--- src/rtl/div_sequencer.sv ---
// Multi-cycle RV32M divide/remainder unit: radix-2 restoring divider with sign fix-up,
// one quotient bit per cycle, Moore BUSY/DONE outputs decoded from the registered state.
module div_sequencer #(
    parameter int WIDTH = 32,
    parameter int CNT_W = 5
) (
    input  logic             CLK,
    input  logic             RESET,
    input  logic             START,
    input  logic             KILL,
    input  logic [1:0]       SELECT,
    input  logic [WIDTH-1:0] DATA1,
    input  logic [WIDTH-1:0] DATA2,
    output logic [WIDTH-1:0] RESULT,
    output logic             BUSY,
    output logic             DONE,
    output logic [1:0]       dbg_state
);

    typedef enum logic [1:0] {
        IDLE   = 2'd0,
        CALC   = 2'd1,
        FIX    = 2'd2,
        DONE_S = 2'd3
    } state_t;

    localparam logic [WIDTH-1:0] MIN_NEG = {1'b1, {(WIDTH-1){1'b0}}};

    state_t           state_q, state_d;
    logic [1:0]       sel_q, sel_d;
    logic [WIDTH-1:0] dvd_q, dvd_d;
    logic [WIDTH-1:0] dvs_q, dvs_d;
    logic [WIDTH-1:0] rem_q, rem_d;
    logic [WIDTH-1:0] result_q, result_d;
    logic [CNT_W-1:0] cnt_q, cnt_d;
    logic             qneg_q, qneg_d;
    logic             rneg_q, rneg_d;

    logic             in_signed;
    logic             div_zero;
    logic             overflow;
    logic [WIDTH-1:0] a_abs;
    logic [WIDTH-1:0] b_abs;
    logic [WIDTH:0]   shifted;
    logic [WIDTH-1:0] rem_sub;
    logic             fits;
    logic [WIDTH-1:0] q_fix;
    logic [WIDTH-1:0] r_fix;

    // Conditioning of the request presented on the inputs this cycle
    always_comb begin
        in_signed = ~SELECT[0];
        div_zero  = (DATA2 == '0);
        overflow  = in_signed && (DATA1 == MIN_NEG) && (DATA2 == '1);
        a_abs     = (in_signed && DATA1[WIDTH-1]) ? -DATA1 : DATA1;
        b_abs     = (in_signed && DATA2[WIDTH-1]) ? -DATA2 : DATA2;
    end

    // One restoring step; the partial remainder is always below the divisor,
    // so the low WIDTH bits of the difference are exact whenever it fits.
    always_comb begin
        shifted = {rem_q, dvd_q[WIDTH-1]};
        fits    = (shifted >= {1'b0, dvs_q});
        rem_sub = shifted[WIDTH-1:0] - dvs_q;
        q_fix   = (~sel_q[0] && qneg_q) ? -dvd_q : dvd_q;
        r_fix   = (~sel_q[0] && rneg_q) ? -rem_q : rem_q;
    end

    always_comb begin
        state_d  = state_q;
        sel_d    = sel_q;
        dvd_d    = dvd_q;
        dvs_d    = dvs_q;
        rem_d    = rem_q;
        result_d = result_q;
        cnt_d    = cnt_q;
        qneg_d   = qneg_q;
        rneg_d   = rneg_q;

        if (KILL) begin
            state_d = IDLE;
        end else begin
            case (state_q)
                IDLE, DONE_S: begin
                    if (START) begin
                        sel_d  = SELECT;
                        dvd_d  = a_abs;
                        dvs_d  = b_abs;
                        qneg_d = DATA1[WIDTH-1] ^ DATA2[WIDTH-1];
                        rneg_d = DATA1[WIDTH-1];
                        rem_d  = '0;
                        cnt_d  = CNT_W'(WIDTH - 1);
                        if (div_zero) begin
                            result_d = SELECT[1] ? DATA1 : '1;
                            state_d  = DONE_S;
                        end else if (overflow) begin
                            result_d = SELECT[1] ? '0 : MIN_NEG;
                            state_d  = DONE_S;
                        end else begin
                            state_d = CALC;
                        end
                    end else begin
                        state_d = IDLE;
                    end
                end
                CALC: begin
                    rem_d = fits ? rem_sub : shifted[WIDTH-1:0];
                    dvd_d = {dvd_q[WIDTH-2:0], fits};
                    if (cnt_q == '0) begin
                        state_d = FIX;
                    end else begin
                        cnt_d = cnt_q - CNT_W'(1);
                    end
                end
                FIX: begin
                    result_d = sel_q[1] ? r_fix : q_fix;
                    state_d  = DONE_S;
                end
                default: state_d = IDLE;
            endcase
        end
    end

    always_ff @(posedge CLK or negedge RESET) begin
        if (!RESET) begin
            state_q  <= IDLE;
            sel_q    <= '0;
            dvd_q    <= '0;
            dvs_q    <= '0;
            rem_q    <= '0;
            result_q <= '0;
            cnt_q    <= '0;
            qneg_q   <= 1'b0;
            rneg_q   <= 1'b0;
        end else begin
            state_q  <= state_d;
            sel_q    <= sel_d;
            dvd_q    <= dvd_d;
            dvs_q    <= dvs_d;
            rem_q    <= rem_d;
            result_q <= result_d;
            cnt_q    <= cnt_d;
            qneg_q   <= qneg_d;
            rneg_q   <= rneg_d;
        end
    end

    assign RESULT    = result_q;
    assign BUSY      = (state_q == CALC) || (state_q == FIX);
    assign DONE      = (state_q == DONE_S);
    assign dbg_state = state_q;

endmodule

--- config.mk ---
export PLATFORM = sky130hd
export DESIGN_NAME = div_sequencer
export DESIGN_NICKNAME = d
export VERILOG_FILES = /design/src/rtl/div_sequencer.sv
export SDC_FILE = /design/constraint.sdc
export NUM_CORES = 1
export LEC_CHECK = 0
export BUFFER_PORTS_ARGS = -buffer_cell sky130_fd_sc_hd__buf_2
export CORE_UTILIZATION = 50
export DETAILED_ROUTE_END_ITERATION = 10
export HOLD_SLACK_MARGIN = 0.06
export PLACE_DENSITY = 0.75
export SLEW_MARGIN = 20
export SYNTH_ARGS = -nofsm -noshare
export SYNTH_HDL_FRONTEND = slang
export SYNTH_SLANG_ARGS = --single-unit
--- constraint.sdc ---
create_clock -name CLK -period 3.6 [get_ports CLK]
set_input_delay 1.08 -clock CLK [delete_from_list [all_inputs] [get_ports CLK]]
set_output_delay 1.08 -clock CLK [all_outputs]
set_load 0.01 [all_outputs]
; Yosys cells after proc, flatten, opt, wreduce, memory -nomap -nowiden
; Cells that the tools add are included.
[totals]
reg_bits = 139
latch_bits = 0
ram_bits = 0
rom_bits = 0
in_bits = 70
output_inout_bits = 36
word_cells = 71
n_memories = 0
[op_classes]
add_sub_neg = 6
multipliers = 0
n_div = 0
n_lt_le_gt_ge = 1
eq_ne = 9
n_shift = 0
mux = 25
n_bitwise = 4
reduce_logical = 17
[ops]
columns = operator, n
row1 = $mux 32, 13
row2 = $pmux 32 s2, 3
row3 = $neg 32->32, 4
row4 = $eq 32x32->1 const B, 2
row5 = $ge 33x32->1, 1
row6 = $logic_not 32->1, 1
row7 = $sub 32x32->32, 1
row8 = $mux 2, 5
row9 = $mux 5, 2
row10 = $pmux 5 s2, 1
row11 = $reduce_and 4->1, 2
row12 = $logic_and 1x1->1, 6
row13 = $ne 3x3->1 const B, 2
row14 = $pmux 2 s3, 1
row15 = $reduce_and 3->1, 2
row16 = $logic_not 5->1, 1
row17 = $sub 5x1->5 const B, 1
row18 = $eq 2x2->1 const B, 2
row19 = $ne 2x2->1 const B, 2
row20 = $reduce_bool 2->1, 2
row21 = $not 1->1, 3
row22 = $eq 2x1->1 const B, 1
row23 = $logic_not 2->1, 1
row24 = $reduce_or 2->1, 1
row25 = other kinds (2), 2

; Logic depth before layout (Yosys ltp)
; Gate-level depths: netlist of run 1.
[logic_depth]
word_depth = 8
mapped_depth = 13
ltp_nobuf = 13

; Worst setup path after synthesis of run 1
; Ideal clock, no wire load.
[synth_timing]
kind = in2reg
start = in DATA2[24]
end = reg result_q[18] (netlist: RESULT[18])
setup_ps = 124
arrival_ps = 3126
required_time_ps = 3476
slack_ps = 350
cell_stages = 10
n_path_buf = 2
path_cell_list = or4_4 or3_4 nor3_2 and4_1 nor2_1 or3_1 buf_4 buf_6 nor3_1 a21oi_1
[synth_via]
elab_chain_cells = 4
word_cells_on_any_way = 8
classes_between = eq/ne: 2 / mux: 3 / reduce/logical: 3
[synth_lines]
columns = item, line
row1 = from (decl), 13  ; input logic [WIDTH-1:0] DATA2,
row2 = $eq 32x32->1 or $logic_not 32->1 (tied branches), "54, 53"
row3 = $logic_and 1x1->1 or $mux 32 (tied branches), "54, 93"
row4 = $ne 3x3->1 (no line) or $mux 32 (tied branches), --
row5 = $reduce_and 4->1 (no line) or $pmux 32 s2 (tied branches), --
row6 = to (signal assigned), 141  ; result_q <= result_d;
row7 = to (decl), 34  ; logic [WIDTH-1:0] result_q, result_d;
; Parallel ways exist; a longest one is shown, timed or not. The select of a mux whose other input is x is not followed.
; A chain may end at the register's enable or synchronous reset.

; Worst setup path after layout of run 1
[layout_timing]
start = reg dvd_q[31]
end = reg rem_q[30]
[layout_via]
elab_chain_cells = 3
word_cells_on_any_way = 4
classes_between = add/sub: 1 / order compare: 1 / mux: 2
[layout_lines]
columns = item, line
row1 = from (decl), 31  ; logic [WIDTH-1:0] dvd_q, dvd_d;
row2 = from (signal assigned), 138  ; dvd_q <= dvd_d;
row3 = $sub 32x32->32 or $ge 33x32->1 (tied branches), "64, 63"
row4 = $mux 32 *, 107  ; rem_d = fits ? rem_sub : shifted[WIDTH-1:0];
row5 = $pmux 32 s2 *, 83  ; case (state_q)
row6 = to (signal assigned), 140  ; rem_q <= rem_d;
row7 = to (decl), 33  ; logic [WIDTH-1:0] rem_q, rem_d;
; Mark *: on every way between the ends. The rest lies on a longest branch, timed or not.

==> results of run 1 <==
==> synth_stat cells (all sizes together), types with 8 or more instances <==
cell      n  area share, %
clkbuf   57            2.0
nor3     24            1.1
nand3    32            1.5
o31ai    27            2.0
o22ai     8           0.45
nor4     18            1.2
ha       42            4.8
or3      16           0.95
dfrtp   139             32
xor2     60            4.8
o21a      9           0.61
a21o     23            1.6
nor2    109            3.7
o21ai   187            8.5
nand4    12           0.68
a21oi   135            6.1
buf      16           0.82
o41ai    13            1.1
nand2b   16           0.91
and3     11           0.63
mux2i    24            2.2
xnor2    80            6.4
a31oi    11           0.63
nand2   176            6.0
inv      70            2.4
o211ai   15            1.0
o21bai    9           0.61
==> where the power goes <==
group / leakage (nW) / switching (W) / total [W] / internal (W)
Combinational: 3.85 / 0.00221 / 0.00357 / 0.00137
Sequential: 1.80 / 0.000541 / 0.00256 / 0.00202
Clock: 0.279 / 0.000774 / 0.00181 / 0.00103
==> area by class of cell <==
| type | count | share of cell area (%) |
|---|---|---|
| Antenna cell | 1 | 0.0196 |
| Clock buffer | 18 | 3.37 |
| Inverter | 70 | 2.06 |
| Multi-Input combinational cell | 1134 | 54.7 |
| Clock inverter | 14 | 1.24 |
| Sequential cell | 139 | 27.3 |
| Timing Repair Buffer | 170 | 8.59 |
| Tap cell | 275 | 2.70 |
==> stage by stage <==
stage / utilization [%] / cell area, µm²
2_1_floorplan: - / 11000
3_3_place_gp: 57.1 / 12200
3_5_place_dp: 57.1 / 12200
4_1_cts: 59.9 / 12700
5_1_grt: 59.9 / 12700
6_report: 59.9 / 12700
==> per-layer routing <==
metal	routed length (µm)	vias to the layer above
met5	0	-
met4	1010	0
met3	2410	78
met2	15300	497
met1	15200	5312
li1	-	5263
==> critical path, delay by kind of cell (launching register included) <==
| family | cells | cell delay [ns] |
|---|---|---|
| buf+inv | 2 | 0.20 |
| simple gates | 3 | 0.78 |
| flops | 1 | 0.38 |
| xor+xnor | 1 | 0.19 |
| compound gates | 5 | 0.99 |
| fa+ha+maj | 2 | 0.60 |
==> worst max-delay path by stage <==
stage / endpoint / cells after the start / startpoint
finish: rem_q[30]$_DFFE_PN0P_ / 13 / dvd_q[31]$_DFFE_PN0P_
CTS: RESULT[22]$_DFFE_PN0P_ / 10 / DATA2[24]
floorplan: RESULT[18]$_DFFE_PN0P_ / 10 / DATA2[24]
global route: rem_q[30]$_DFFE_PN0P_ / 13 / dvd_q[31]$_DFFE_PN0P_
global placement: RESULT[18]$_DFFE_PN0P_ / 10 / DATA2[24]
detailed placement: RESULT[22]$_DFFE_PN0P_ / 10 / DATA2[24]
==> cell families (layout without fill, tap and decap cells) <==
family	count (synthesis)	count (layout)
other	0	1
AO/OA/AOI/OAI	476	476
adder cells (fa/ha/maj)	43	43
AND/OR/NAND/NOR	451	451
buffers and inverters	143	272
flip-flops	139	139
XOR/XNOR	140	140
multiplexers	24	24
==> state kept, by name (all words and copies together), names as in the netlist <==
register / flops
sel_q: 2
RESULT: 32
dvd_q: 32
dvs_q: 32
qneg_q: 1
rem_q: 32
rneg_q: 1
cnt_q: 5
dbg_state: 2
==> results.md, run 1 <==
* Post-Synth Simple-Gate Area at 19.4%
* Hold WC Path Type: reg -> reg
* CTS H-tree depth at 4
* Final-report hold violation count at 0
* Critical path class: reg -> reg
* Fin crit period at roughly 3.3 ns
* GPL Wtd Cong at approximately 0.94
* Seq cells post-synth at roughly 140
* Most frequent cells in the layout: o21ai_0 (180), nand2_1 (176), dfrtp_1 (139)
* Hold path depth at 1
* Final Routed Wirelength at around 34,000 µm
* Crit path capture type: flip-flop
* F_max at a little over 0.3 GHz
* Area of the mapped netlist at between 0.01 and 0.015 mm²
* Number of global-route vias before repair at 10,300
* Post-route DRC at 0
* Post-CTS resize count at 0
* DR vias at approximately 11,000
* Worst Path Arrival at roughly 3.6 ns
* WHS at about 0.48 ns
* Sum Neg Setup Slack at 0 ns
* Met2 usage at between 40% and 50%
* Core Box Area at 0.0213 mm²
* Antenna viol nets, final at 0
* Max-Cap Viols at 0
* WL/cell at between 15 and 20 µm
* Avg Inst Size Synth at ~7.8 µm²
* Die Y at roughly 150 µm
* Post-synthesis mux area share at under 10%
* CTS tree: done
* Fin nets at roughly 1,600
* Peak supply drop at ~0.00053 V
* Starting density of the core at between 50% and 60%
* Most congested layer reported by global routing: met2
* First-pass GRT wire length at between 50,000 and 60,000 µm
* Pwr dens at slightly above 600 mW/mm²
* Hold path start: RESULT[9]$_DFFE_PN0P_
* Sink Count at around 140
* RSZ-0062 raised after global routing: false
* CTS max path bufs at 2
* FILL cells at 1,910
* Slew Viols, Final at 0
* Drt via density at roughly 6.1
* EDFF count, synth at 0
* TritonCTS buffer count at 17
* Max FO, Critical Path at 3
* Worst setup margin at about 0.34 ns
* Tot GR Track Use at a little under a third
* Worst-margin pin slew at 0.948 ns
* R2r setup slk at approximately 0.34 ns
* CP max stage delay at just over 0.5 ns
* Finished Layout Cells at about 1,800
* Post-synthesis sequential area ratio at 31.6%
* Tcrit/Tclk final at approximately nine tenths
* Final setup viols at 0
* Post-DP HPWL at between 20,000 and 30,000 µm
* Rows at 53
* Ys Warns at 0
* Worst-path clk slew at ~0.070 ns
* CP Launch Type: flip-flop
* Synth cell types at 70
* Hold Path End: RESULT[9]$_DFFE_PN0P_
* Cells after Synth at ~1,400
* Die Area at ~0.023 mm²
* Multi-input gate area at 0.00698 mm²
* Syn_nets at between 1,500 and 2,000
* Worst-Skew Late Latency at approximately 0.44 ns
* # IOs at about 110
* Buffers added on ports at about 110
* Top_reg_cell synth: dfrtp_1
* Synth Area in Compound Gates at 25.6%
* Layout cells sized above 1 at between 10% and 20%
* Asr flop ratio synth at between 90% and 100%
* Area grow syn2layout at 15.8%
* Post CTS Setup Buffer Count at 0
* WP data required at 3.91 ns
* Worst Reg-to-Reg Cells at 13
* Post-CTS Hold Fix Bufs at 0
* DP Worst Slack at -0.0294 ns
* Root Driver: clkbuf_16
* Worst path cell trace: inv_1 > ha_1 > inv_1 > fa_1 > a21oi_1 > o22a_1 > a211oi_1 > nor2_1 > nor4b_1 > nor2_1 > a41oi_1 > xor2_1 > o21ai_0
* Largest family of logic cells by synthesized area: compound AO/OA/AOI/OAI gates
* Share of the synthesized netlist area taken by xor and xnor gates at between 10 and 15%
* DR pass1 iterations at 8
* Clock Skew at 0.0144 ns
* Static Leak at 5.92 nW
* GR Util met1 at between 40% and 50%
* DR iter-0 viols at ~1,100
* Worst path slowest cell: nor4b_1
* Flip-flop and latch area at around 0.0035 mm²
* Met3 GRT Util at roughly 4.4%
* R2R Path End: rem_q[30]$_DFFE_PN0P_
* Dpl cells at between 1,500 and 2,000
* Pin count of the biggest net entering global routing at 90
* Status: complete, no violations
* Die Wd at ~150 µm
* Max_slew headroom at a little over a third
* Initial antenna violation count at 0
* Pwr Total at between 0.007 and 0.008 W
* R2r startpoint: dvd_q[31]$_DFFE_PN0P_
* Most common cell after layout, fill and taps aside: o21ai_0
* Grt total ovfl at 0
* Adder-Cell Fraction of Synth Area at around 5.0%
(Power assumes the default switching activity.)
==> run 2: changes to the inputs <==
--- a/config.mk
+++ b/config.mk
@@ -5,6 +5,7 @@
 export SDC_FILE = /design/constraint.sdc
 export NUM_CORES = 1
 export LEC_CHECK = 0
+export ABC_AREA = 1
 export BUFFER_PORTS_ARGS = -buffer_cell sky130_fd_sc_hd__buf_2
 export CORE_UTILIZATION = 50
 export DETAILED_ROUTE_END_ITERATION = 10
==> results.md, run 2 <==
* CP Launch Type: input pin (was flip-flop)
* Pin count of the biggest net entering global routing at 61 (was 90)
* Tcrit/Tclk final at 77.8% (was 90.7%)
* Synth Area in Compound Gates at 14.4% (was 25.6%)
* Hold WC Path Type: reg -> reg (unchanged)
* Hold Path End: RESULT[17]$_DFFE_PN0P_ (was RESULT[9]$_DFFE_PN0P_)
* Syn_nets at 2,237 (was 1,529)
* R2r setup slk at 0.98 ns (was 0.34 ns)
* Final-report hold violation count at 0 (unchanged)
* Layout cells sized above 1 at 8.63% (was 14.5%)
* DR pass1 iterations at 6 (was 8)
* DR iter-0 viols at 1,505 (was 1,113)
* Post-Synth Simple-Gate Area at 39.3% (was 19.4%)
* Clock Skew at 0.0262 ns (was 0.0144 ns)
* First-pass GRT wire length at 66,700 µm (was 54,100 µm)
* Core Box Area at 0.0251 mm² (was 0.0213 mm²)
* Top_reg_cell synth: dfrtp_1 (unchanged)
* Die Wd at 162 µm (was 150 µm)
* Avg Inst Size Synth at 6.02 µm² (was 7.77 µm²)
* Rows at 58 (was 53)
* Asr flop ratio synth at 100% (unchanged)
* WP data required at 3.98 ns (was 3.91 ns)
* Sink Count at 139 (unchanged)
* Hold path start: RESULT[17]$_DFFE_PN0P_ (was RESULT[9]$_DFFE_PN0P_)
* Post-synthesis sequential area ratio at 27.2% (was 31.6%)
* Count leader, synth: nand2_1 (was o21ai_0)
* Adder-Cell Fraction of Synth Area at 4.27% (was 4.96%)
* Area grow syn2layout at 11.0% (was 15.8%)
* Starting density of the core at 50.9% (was 51.7%)
* GPL Wtd Cong at 0.975 (was 0.944)
* Antenna viol nets, final at 0 (unchanged)
* EDFF count, synth at 0 (unchanged)
* Initial antenna violation count at 0 (unchanged)
* Grt total ovfl at 0 (unchanged)
* Max-Cap Viols at 0 (unchanged)
* Most frequent cells in the layout: nand2_1 (648), inv_1 (267), nand3_1 (255) (was o21ai_0 (180), nand2_1 (176), dfrtp_1 (139))
* Tot GR Track Use at 32.2% (was 30.8%)
* Worst-margin pin slew at 0.850 ns (was 0.948 ns)
* Yosys top cell area share at 27.2% (was 31.6%)
* Pwr dens at 889 mW/mm² (was 623 mW/mm²)
* # diodes at 0 (was 1)
* Synth area leaders: dfrtp_1 (27%), nand2_1 (19%), nand3_1 (10%) (was dfrtp_1 (32%), o21ai_0 (8.2%), xnor2_1 (6.4%))
* RSZ-0062 raised after global routing: false (unchanged)
* Cells after Synth at 2,124 (was 1,416)
* Fin crit period at 2.80 ns (was 3.26 ns)
* Synth cell types at 47 (was 70)
* Ys Warns at 0 (unchanged)
* Cell taking the most area after synthesis: dfrtp_1 (unchanged)
* CTS tree: done (unchanged)
* Post CTS Setup Buffer Count at 0 (unchanged)
* Worst Reg-to-Reg Cells at 12 (was 13)
* Crit path capture type: flip-flop (unchanged)
* Number of global-route vias before repair at 12,900 (was 10,300)
* Post-CTS resize count at 0 (unchanged)
* F_max at 0.357 GHz (was 0.306 GHz)
* Final setup viols at 0 (unchanged)
* Post-DP HPWL at 32,500 µm (was 25,600 µm)
* Final Routed Wirelength at 41,500 µm (was 33,900 µm)
* Finished Layout Cells at 2,543 (was 1,821)
* R2r startpoint: rem_q[8]$_DFFE_PN0P_ (was dvd_q[31]$_DFFE_PN0P_)
* Largest family of logic cells by synthesized area: simple AND/OR/NAND/NOR gates (was compound AO/OA/AOI/OAI gates)
* Worst Path Arrival at 3.18 ns (was 3.58 ns)
* Critical path class: in -> reg (was reg -> reg)
* FILL cells at 2,583 (was 1,910)
* Worst-Skew Late Latency at 0.45 ns (was 0.44 ns)
* Dpl cells at 2,511 (was 1,788)
* R2R Path End: rem_q[19]$_DFFE_PN0P_ (was rem_q[30]$_DFFE_PN0P_)
* Sum Neg Setup Slack at 0 ns (unchanged)
* Most common cell after layout, fill and taps aside: nand2_1 (was o21ai_0)
* Drt via density at 5.66 (was 6.12)
* Fin nets at 2,313 (was 1,645)
* Slew Viols, Final at 0 (unchanged)
* CTS max path bufs at 2 (unchanged)
* Share of the synthesized netlist area taken by xor and xnor gates at 3.91% (was 11.1%)
* Post-CTS Hold Fix Bufs at 0 (unchanged)
* Status: complete, no violations (unchanged)
* # IOs at 106 (unchanged)
* Peak supply drop at 0.000561 V (was 0.000530 V)
* Static Leak at 7.68 nW (was 5.92 nW)
* Max FO, Critical Path at 17 (was 3)
* Die Area at 0.0262 mm² (was 0.0226 mm²)
* CTS H-tree depth at 4 (unchanged)
* Seq cells post-synth at 139 (unchanged)
* Max_slew headroom at 43.3% (was 36.7%)
* Buffers added on ports at 105 (unchanged)
* Worst-path clk slew at 0.07 ns (about the same)
* Area of the mapped netlist at 0.0128 mm² (was 0.0110 mm²)
* WL/cell at 16.3 µm (was 18.6 µm)
* Post-route DRC at 0 (unchanged)
* Commonest cells in the netlist: nand2_1 (648), inv_1 (267), nand3_1 (255) (was o21ai_0 (180), nand2_1 (176), dfrtp_1 (139))
* Hold path depth at 2 (was 1)
* TritonCTS buffer count at 17 (unchanged)
* Die Y at 162 µm (was 150 µm)
* Post-synthesis mux area share at 0% (was 2.18%)
* DR vias at 14,400 (was 11,200)
* Root Driver: clkbuf_16 (unchanged)
[run 2: where the power goes]
group          switching (W)  internal (W)  total (W)
Clock               0.000830       0.00101    0.00184
Sequential          0.000529       0.00220    0.00273
Combinational        0.00553       0.00251    0.00805
Total                0.00689       0.00573     0.0126
[run 2: area by class of cell]
class | count | area, µm² | share of cell area (%)
inverter | 273 | 1030 | 7.23
clock inverter | 14 | 174 | 1.23
sequential | 139 | 3480 | 24.5
timing repair buffer | 129 | 749 | 5.28
clock buffer | 18 | 439 | 3.09
tap | 330 | 413 | 2.91
multi-input combinational | 1640 | 7910 | 55.7
[run 2: worst max path at each step]
stage,startpoint,end,slack [ns],cells past startpoint
6_report,DATA2[0],RESULT[26]$_DFFE_PN0P_,0.80,13
5_1_grt,DATA2[0],RESULT[30]$_DFFE_PN0P_,0.58,13
4_1_cts,DATA2[0],RESULT[30]$_DFFE_PN0P_,0.84,13
3_5_place_dp,DATA2[0],RESULT[26]$_DFFE_PN0P_,0.39,13
3_3_place_gp,DATA2[0],RESULT[26]$_DFFE_PN0P_,0.51,13
2_1_floorplan,DATA1[0],RESULT[10]$_DFFE_PN0P_,1.12,13
[run 2: logic make-up after synthesis]
group / count (synthesis)
adders and majority gates: 43
xor gates and xnor gates: 57
buffers and inverters: 345
and+or+nand+nor: 1192
AOI/OAI and AO/OA: 348
DFF: 139
[run 2: worst max-delay path, cell delays in order]
cell and delay [ns]:
buf_2 0.11, inv_1 0.10, ha_1 0.18, nand2_1 0.12, nor2_4 0.20, nand4_1 0.15
nor2_2 0.17, nand2_1 0.44, o21ai_0 0.34, inv_1 0.06, nor2_1 0.10, nand2_1 0.06
nand2_1 0.05
[run 2: metal layers]
metal  wire, µm  GRT usage [%]  vias to the layer above
met5          0              0                        -
met4       1280           10.5                        0
met3       3130           4.60                       79
met2      18500           50.2                      613
met1      18600           45.6                     6662
li1           -              -                     7034
[run 2: stage by stage]
step | cell area, µm² | hold slack, ns | setup WS [ns] | util, % | power (W)
2_1_floorplan | 12800 | 0.449 | 1.12 | - | 0.00838
5_1_grt | 14200 | 0.497 | 0.579 | 56.5 | 0.0137
4_1_cts | 14200 | 0.479 | 0.835 | 56.5 | 0.0124
6_report | 14200 | 0.479 | 0.798 | 56.5 | 0.0126
3_5_place_dp | 13600 | 0.461 | 0.394 | 54.1 | 0.0106
3_3_place_gp | 13600 | 0.463 | 0.511 | 54.1 | 0.0104
==> run 3: changes to the inputs <==
==> constraint.sdc (replaced) <==
create_clock -name CLK -period 2.86 [get_ports CLK]
set_input_delay 0.858 -clock CLK [delete_from_list [all_inputs] [get_ports CLK]]
set_output_delay 0.858 -clock CLK [all_outputs]
set_load 0.01 [all_outputs]
==> results.md, run 3 (synthesis gave the netlist of run 2 again) <==
* Fin crit period at approximately 2.6 ns
* Pwr dens at 1130 mW/mm² (was 889 mW/mm²)
* Tcrit/Tclk final at 91.3%
* Drt via density at 5.62 (was 5.66)
* Most used cell, CP: nand2_1 (unchanged)
* Buffers added on ports at 105 (unchanged)
* DR pass1 iterations at 6 (unchanged)
* Cell family with most CP delay: simple AND/OR/NAND/NOR gates (unchanged)
* Peak supply drop at 0.000588 V (was 0.000561 V)
* Worst path slowest cell: fa_1 (was nand2_1)
* Number of global-route vias before repair at 13,000 (was 12,900)
* CP max stage delay at 0.47 ns (was 0.44 ns)
* Tot GR Track Use at 33.4% (was 32.2%)
* RSZ-0062 raised after global routing: false (unchanged)
* Layout cells sized above 1 at 9.37% (was 8.63%)
* Crit path capture type: flip-flop (unchanged)
* Root Driver: clkbuf_16 (unchanged)
* First-pass GRT wire length at 69,100 µm (was 66,700 µm)
* Post-route DRC at 0 (unchanged)
* Most common cell after layout, fill and taps aside: nand2_1 (unchanged)
* Static Leak at 7.75 nW (was 7.68 nW)
* Most frequent cells in the layout: nand2_1 (648), inv_1 (267), nand3_1 (255) (unchanged)
* Max FO, Critical Path at 4 (was 17)
* CTS tree: done (unchanged)
* Core Box Area at 0.0251 mm² (unchanged)
* Pwr Total at 0.0161 W (was 0.0126 W)
* WP depth at 16 (was 13)
* Final setup viols at 0 (unchanged)
* Final-report hold violation count at 0 (unchanged)
* F_max at approximately 0.38 GHz
* Worst Path Arrival at 2.93 ns (was 3.18 ns)
* Final Cell Area at 0.0143 mm² (was 0.0142 mm²)
* Die Y at 162 µm (unchanged)
* Die Area at 0.0262 mm² (unchanged)
* Worst Reg-to-Reg Cells at 16 (was 12)
* Area grow syn2layout at 11.8% (was 11.0%)
* Critical path class: reg -> reg (was in -> reg)
* Post-CTS Hold Fix Bufs at 0 (unchanged)
* TritonCTS buffer count at 17 (unchanged)
* # diodes at 0 (unchanged)
* Rows at 58 (unchanged)
* Buf/Inv on CP at 2 (was 3)
* Final Routed Wirelength at 43,100 µm (was 41,500 µm)
* Status: complete, no violations (unchanged)
* Initial antenna violation count at 0 (unchanged)
* Max_slew headroom at 58.3% (was 43.3%)
* Worst-path clk slew at 0.07 ns (about the same)
* GPL Wtd Cong at 0.968 (was 0.975)
* Grt total ovfl at 0 (unchanged)
* Max-Cap Viols at 0 (unchanged)
* Worst-Skew Late Latency at 0.43 ns (was 0.45 ns)
* Sink Count at 139 (unchanged)
* Slew Viols, Final at 0 (unchanged)
* Clock Skew at 0.0156 ns (was 0.0262 ns)
* Die Wd at 162 µm (unchanged)
* Starting density of the core at 50.9% (unchanged)
* CP Launch Type: flip-flop (was input pin)
* FILL cells at 2,587 (was 2,583)
* CTS H-tree depth at 4 (unchanged)
* # IOs at 106 (unchanged)
* Finished Layout Cells at 2,561 (was 2,543)
* WL/cell at 16.8 µm (was 16.3 µm)
* Dpl cells at 2,529 (was 2,511)
* DR vias at 14,400 (about the same)
* Pin count of the biggest net entering global routing at 49 (was 61)
* WP data required at 3.18 ns (was 3.98 ns)
* Sum Neg Setup Slack at 0 ns (unchanged)
* DR iter-0 viols at 1,662 (was 1,505)
* Antenna viol nets, final at 0 (unchanged)
* Worst-margin pin slew at 0.624 ns (was 0.850 ns)
* CTS max path bufs at 2 (unchanged)
* Hold WC Path Type: in -> async (was reg -> reg)
* Post CTS Setup Buffer Count at 0 (unchanged)
* Worst path cell trace: inv_1 > ha_1 > inv_1 > fa_1 > nand3_1 > nand2_1 > nand2_1 > nand2_1 > nand2_1 > nand2_1 > nand3_1 > nand2_1 > nand2_1 > nand3_1 > nand2_1 > nand2_1 (was buf_2 > inv_1 > ha_1 > nand2_1 > nor2_4 > nand4_1 > nor2_2 > nand2_1 > o21ai_0 > inv_1 > nor2_1 > nand2_1 > nand2_1)
* Fin nets at 2,331 (was 2,313)
* Post-DP HPWL at 33,900 µm (was 32,500 µm)
* Cell Area, Placed at 0.0137 mm² (was 0.0136 mm²)
==> run 3: worst paths after layout <==
| kind | from | end | slack (ns) |
|---|---|---|---|
| min | RESET | RESULT[24]$_DFFE_PN0P_ | 0.35 |
| max | dvd_q[31]$_DFFE_PN0P_ | rem_q[26]$_DFFE_PN0P_ | 0.25 |
| min reg2reg | RESULT[22]$_DFFE_PN0P_ | RESULT[22]$_DFFE_PN0P_ | 0.48 |
| min in group CLK | RESULT[22]$_DFFE_PN0P_ | RESULT[22]$_DFFE_PN0P_ | 0.48 |
| max in group asynchronous | RESET | dvd_q[19]$_DFFE_PN0P_ | 1.67 |
| max reg2reg | dvd_q[31]$_DFFE_PN0P_ | rem_q[26]$_DFFE_PN0P_ | 0.25 |
==> run 3: layout make-up <==
cell class              instances  area (µm²)  area share [%]
clock buffers                  18         439            3.07
repair buffers                147         863            6.04
multi-input cells            1640        7920            55.4
clock inverters                14         151            1.06
inverters                     273        1030            7.18
well taps                     330         413            2.89
flip-flops and latches        139        3480            24.3
==> run 3: power breakdown <==
group / internal, W / switching [W]
sequential: 0.00277 / 0.000664
combinational: 0.00328 / 0.00711
clock: 0.00126 / 0.00101
==> run 3: routing by layer <==
metal / routed length (µm) / track usage (%) / share of wire [%] / vias up
met5: 0 / 0 / 0 / -
met4: 1060 / 9.35 / 2.5 / 0
met2: 19400 / 52.9 / 45 / 610
met3: 3270 / 4.06 / 7.6 / 74
met1: 19400 / 47.7 / 45 / 6632
li1: - / - / - / 7070
==> run 3: timing repair <==
| item | 4_1_cts | 5_1_grt |
|---|---|---|
| hold endpoints to repair | 0 | 0 |
| setup endpoints to repair | 0 | 1 |
| gates resized for setup | 0 | 2 |
==> run 3: per-stage QoR <==
stage / hold WS (ns) / worst slack (ns) / util [%]
after CTS: 0.361 / 0.257 / 56.9
after global placement: 0.460 / 0.0461 / 54.5
after floorplan: 0.449 / 0.602 / -
final: 0.348 / 0.250 / 56.9
after global routing: 0.380 / 0.0397 / 56.9
after detailed placement: 0.462 / 0.00932 / 54.5
